File: src/rtl/board_controller_pkg.sv
// rtl/board_controller_pkg.sv - cell encodings and FSM state constants shared with the detector and benches
package board_controller_pkg;

  localparam logic [1:0] EMPTY    = 2'b00;
  localparam logic [1:0] PLAYER_X = 2'b01;
  localparam logic [1:0] PLAYER_O = 2'b10;

  localparam logic [1:0] ST_PLAY  = 2'b00;
  localparam logic [1:0] ST_CHECK = 2'b01;
  localparam logic [1:0] ST_OVER  = 2'b10;

  localparam int NUM_CELLS = 9;

  function automatic logic [1:0] next_player(input logic [1:0] p);
    return (p == PLAYER_X) ? PLAYER_O : PLAYER_X;
  endfunction

endpackage

File: src/rtl/board_controller.sv
// rtl/board_controller.sv - tic-tac-toe board: accepts moves, waits one cycle for the external
// winner detector, then either hands the turn over or ends the game.
module board_controller
  import board_controller_pkg::*;
#(
  parameter logic [1:0] FIRST_PLAYER = 2'b01
) (
  input  logic       clk,
  input  logic       reset,
  input  logic       new_game,
  input  logic       move_valid,
  input  logic [3:0] move_pos,
  input  logic       win,
  input  logic [1:0] who,
  output logic [1:0] pos1,
  output logic [1:0] pos2,
  output logic [1:0] pos3,
  output logic [1:0] pos4,
  output logic [1:0] pos5,
  output logic [1:0] pos6,
  output logic [1:0] pos7,
  output logic [1:0] pos8,
  output logic [1:0] pos9,
  output logic [1:0] turn,
  output logic       move_ok,
  output logic       move_err,
  output logic       game_over,
  output logic       draw,
  output logic [1:0] winner,
  output logic [3:0] move_count
);

  logic [1:0] r_cells [NUM_CELLS];
  logic [1:0] r_state;
  logic [1:0] r_turn;
  logic [1:0] r_winner;
  logic [3:0] r_count;
  logic       r_draw;
  logic       r_move_ok;
  logic       r_move_err;

  logic       w_target_empty;
  logic       w_accept;

  // Out-of-range positions match no cell, so they read as "not empty" and get rejected.
  always_comb begin
    w_target_empty = 1'b0;
    for (int i = 0; i < NUM_CELLS; i++) begin
      if (move_pos == 4'(i + 1)) begin
        w_target_empty = (r_cells[i] == EMPTY);
      end
    end
  end

  assign w_accept = (r_state == ST_PLAY) && move_valid && w_target_empty;

  always_ff @(posedge clk) begin
    if (reset || new_game) begin
      for (int i = 0; i < NUM_CELLS; i++) begin
        r_cells[i] <= EMPTY;
      end
      r_state    <= ST_PLAY;
      r_turn     <= FIRST_PLAYER;
      r_winner   <= EMPTY;
      r_count    <= 4'd0;
      r_draw     <= 1'b0;
      r_move_ok  <= 1'b0;
      r_move_err <= 1'b0;
    end else begin
      r_move_ok  <= w_accept;
      r_move_err <= move_valid && !w_accept;
      case (r_state)
        ST_PLAY: begin
          if (w_accept) begin
            for (int i = 0; i < NUM_CELLS; i++) begin
              if (move_pos == 4'(i + 1)) begin
                r_cells[i] <= r_turn;
              end
            end
            r_count <= r_count + 4'd1;
            r_state <= ST_CHECK;
          end
        end
        ST_CHECK: begin
          // Win is checked first so a line completed by the ninth move is not a draw.
          if (win) begin
            r_winner <= who;
            r_draw   <= 1'b0;
            r_state  <= ST_OVER;
          end else if (r_count == 4'd9) begin
            r_winner <= EMPTY;
            r_draw   <= 1'b1;
            r_state  <= ST_OVER;
          end else begin
            r_turn  <= next_player(r_turn);
            r_state <= ST_PLAY;
          end
        end
        ST_OVER: begin
          r_state <= ST_OVER;
        end
        default: begin
          r_state <= ST_PLAY;
        end
      endcase
    end
  end

  assign pos1       = r_cells[0];
  assign pos2       = r_cells[1];
  assign pos3       = r_cells[2];
  assign pos4       = r_cells[3];
  assign pos5       = r_cells[4];
  assign pos6       = r_cells[5];
  assign pos7       = r_cells[6];
  assign pos8       = r_cells[7];
  assign pos9       = r_cells[8];
  assign turn       = r_turn;
  assign move_ok    = r_move_ok;
  assign move_err   = r_move_err;
  assign game_over  = (r_state == ST_OVER);
  assign draw       = r_draw;
  assign winner     = r_winner;
  assign move_count = r_count;

endmodule
File: config.mk
export PLATFORM = sky130hd
export DESIGN_NAME = board_controller
export DESIGN_NICKNAME = d
export VERILOG_FILES = /design/src/rtl/board_controller_pkg.sv /design/src/rtl/board_controller.sv
export SDC_FILE = /design/constraint.sdc
export NUM_CORES = 1
export LEC_CHECK = 0
export BUFFER_PORTS_ARGS = -buffer_cell sky130_fd_sc_hd__buf_4
export CELL_PAD_IN_SITES_DETAIL_PLACEMENT = 0
export CELL_PAD_IN_SITES_GLOBAL_PLACEMENT = 2
export CORE_UTILIZATION = 34
export DETAILED_ROUTE_END_ITERATION = 8
export PLACE_DENSITY = 0.87
export SKIP_CTS_REPAIR_TIMING = 1
export SLEW_MARGIN = 5
export SYNTH_ARGS = -nofsm -noshare
export SYNTH_HDL_FRONTEND = slang
export SYNTH_SLANG_ARGS = --single-unit
export TNS_END_PERCENT = 100
File: constraint.sdc
create_clock -name clk -period 5.95 [get_ports clk]
set_clock_uncertainty 0.1 [all_clocks]
set_input_delay 1.19 -clock clk [delete_from_list [all_inputs] [get_ports clk]]
set_output_delay 1.19 -clock clk [all_outputs]
set_load 0.005 [all_outputs]
==> results.ini <==
[place]
globalplace.congestion = 0.820
place_hpwl_mm = 2.24
port-buffer-count = 40

[synthesis]
synthArstFlopShare_pct = 0
synth_area_mm2 = 0.00142
ys_types = 39
ys_ff_latch = 31
synth_flop_cell = edfxtp_1
synthCells = 120
synth-edff-count = 18
synth_nets = 133
synth-seq-area-share_pct = 56.5
avgSynthCellArea_um2 = 11.8
ys_warn_count = 0

[cts]
cts_tree = done
clk_pin_slew_ns = 0.06
root_buffer = clkbuf_8
cts_buffer_depth = 2
insertion_delay_ns = 0.28
clock-sinks = 31
cts_buffers = 5
cts.htree.levels = 2

[floorplanning]
top_level_ports = 41
dieWidth_um = 66.5
die_area_mm2 = 0.00443
rows = 23
die_h_um = 66.5
coreArea_mm2 = 0.00400
start_util_pct = 35.4

[routing]
vias_per_cell = 5.01
ant_nets = 0
routed_wl_mm = 3.05
first_pass_iters = 4
drc = 0
wire_per_inst_um = 14.3
first_iter_violations = 36
dr_total_vias = 1068

[timing]
fin_crit_sh_pct = 52.7
worstMarginPinSlew_ns = 0.728
rsz0062_at_grt = no
hold_ws_ns = 0.381
tns_ns = 0
fmax_mhz = 319
report.final.slew_viol_count = 0
layout_min_cycle_time_ns = 3.13
finalSetupViolations = 0
final-hold-violation-count = 0
slew_headroom_pct = 51.3

[critical_path]
cp.arrival_ns = 2.97
critPathMaxStageDelay_ns = 0.36
cp-start-kind = input pin
path_max_fanout = 14
reg2reg_from = r_cells[0][7]
ff2ff_path_depth = 6
cp-end-kind = flip-flop
worst-path-buf-inv = 1
critPathRequiredTime_ns = 5.79
r2r-end = r_cells[0][10]
path_cells = buf_4 -> nor4_4 -> nor3_1 -> a2111oi_4 -> a2bb2oi_2 -> or2_1 -> o21ai_0
cp_slowest_cell = a2111oi_4
r2r_slack_ns = 3.51
worstSetupPathType = in -> reg
cp_top_family = compound AO/OA/AOI/OAI gates

[final_layout]
drive_gt1_share_pct = 35.0
layout_commonest_cell = buf_4
area_delta_synth_final_pct = 30.8
fin_nets = 175
final_util_pct = 46.3
antenna_cells = 0
mostFrequentLayoutCells = buf_4, edfxtp_1, nor2_1, dfxtp_1, a21oi_1

[min_path]
hold_start = draw
hold_path_depth = 2
hp-class = reg -> reg
min_to = draw

[grt]
antenna_found_initial = 0
first_global_vias = 1002
grt_overflow = 0
grt_pass1_wl_mm = 4.64
grt_start_max_net_pins = 15
groute.usage.overall_pct = 14.6

[pwr]
peakVddDrop_uv = 168
power.leakage_nw = 0.728
p_switching_mw = 0.107
p_seq_share_pct = 48.9
pwr-share-comb_pct = 10.6
p_per_area_mw_per_mm2 = 264
p_clk_share_pct = 40.4
switching_share_pct = 21.9
p_int_mw = 0.381

[run]
maxCapViolCount = 0

[run_status]
status = finished clean

-- metrics by stage --
stage               cell area, um^2  instances  power, mW  setup WS [ns]
floorplan                      1420        120      0.273           2.89
global placement               1750        205      0.295           2.57
detailed placement             1750        205      0.296           2.49
CTS                            1850        213      0.493           2.79
global route                   1850        213      0.507           2.66
finish                         1850        213      0.489           2.82
-- power by group through the flow --
stage	Sequential, mW	Combinational, mW	Clock [mW]
after detailed placement	0.244	0.0521	0
after floorplan	0.244	0.0284	0
after global routing	0.240	0.0562	0.211
after CTS	0.239	0.0524	0.201
after global placement	0.244	0.0512	0
final	0.239	0.0519	0.198
-- state kept, by name, indices dropped and copies added, names as in the netlist --
signal and cells:
move_ok 1, winner 2, turn 2, draw 1
move_err 1, r_state 2, move_count 4, r_cells 18
-- cell families (layout without fill, tap and decap cells) --
kind of cell | count (synthesis) | in the layout | share of synthesized area [%]
AO/OA/AOI/OAI | 32 | 32 | 19.3
adder cells (fa/ha/maj) | 2 | 2 | 1.77
AND/OR/NAND/NOR | 44 | 44 | 18.0
flip-flops | 31 | 31 | 56.5
buffers and inverters | 10 | 53 | 3.71
XOR/XNOR | 1 | 1 | 0.618
-- worst max-delay path by stage --
| stage | from | endpoint | slack, ns | cells after the start |
|---|---|---|---|---|
| 2_1_floorplan | move_pos[1] | r_cells[0][0] | 2.89 | 7 |
| 3_3_place_gp | move_pos[1] | r_cells[0][10] | 2.57 | 7 |
| 3_5_place_dp | move_pos[1] | r_cells[0][10] | 2.49 | 7 |
| 4_1_cts | move_pos[1] | r_cells[0][10] | 2.79 | 7 |
| 5_1_grt | move_pos[0] | r_cells[0][10] | 2.66 | 7 |
| 6_report | move_pos[1] | r_cells[0][10] | 2.82 | 7 |
-- cell type report --
cell class,instances,area [um^2]
clock buffer,5,68.8
clock inverter,3,38.8
fill,405,2150
inverter,5,18.8
multi-input combinational,79,563
sequential,31,801
tap,50,62.6
timing repair buffer,40,300
-- cells in the mapped netlist, drive strengths merged (2+ instances only) --
library cell  instances  area [um^2]
nand3                 2         10.0
a221oi                2         17.5
dfxtp                13          260
and2                  2         12.5
inv                   5         18.8
o31ai                 3         22.5
buf                   3         26.3
or2                   3         18.8
nand2                 2         10.0
nor3b                 4         30.0
nor2b                 2         12.5
or3                   3         18.8
a32oi                 2         17.5
o21ai                10         50.0
ha                    2         25.0
nor3                  2         10.0
nand2b                5         31.3
clkbuf                2         7.51
a21oi                 6         30.0
nor2                 16         62.6
edfxtp               18          541
-- per-layer routing --
layer	GRT usage (%)	vias up	share of wire (%)
li1	-	527	-
met1	16.1	501	44
met2	25.4	36	49
met3	4.97	4	6.2
met4	5.59	0	0.92
met5	0	-	0
-- tightest hold or removal path: stages, from the launching register on --
cell	delay (ns)
dfxtp_1	0.31
inv_1	0.05
a221oi_1	0.06
Power figures use the tool's default switching activity.
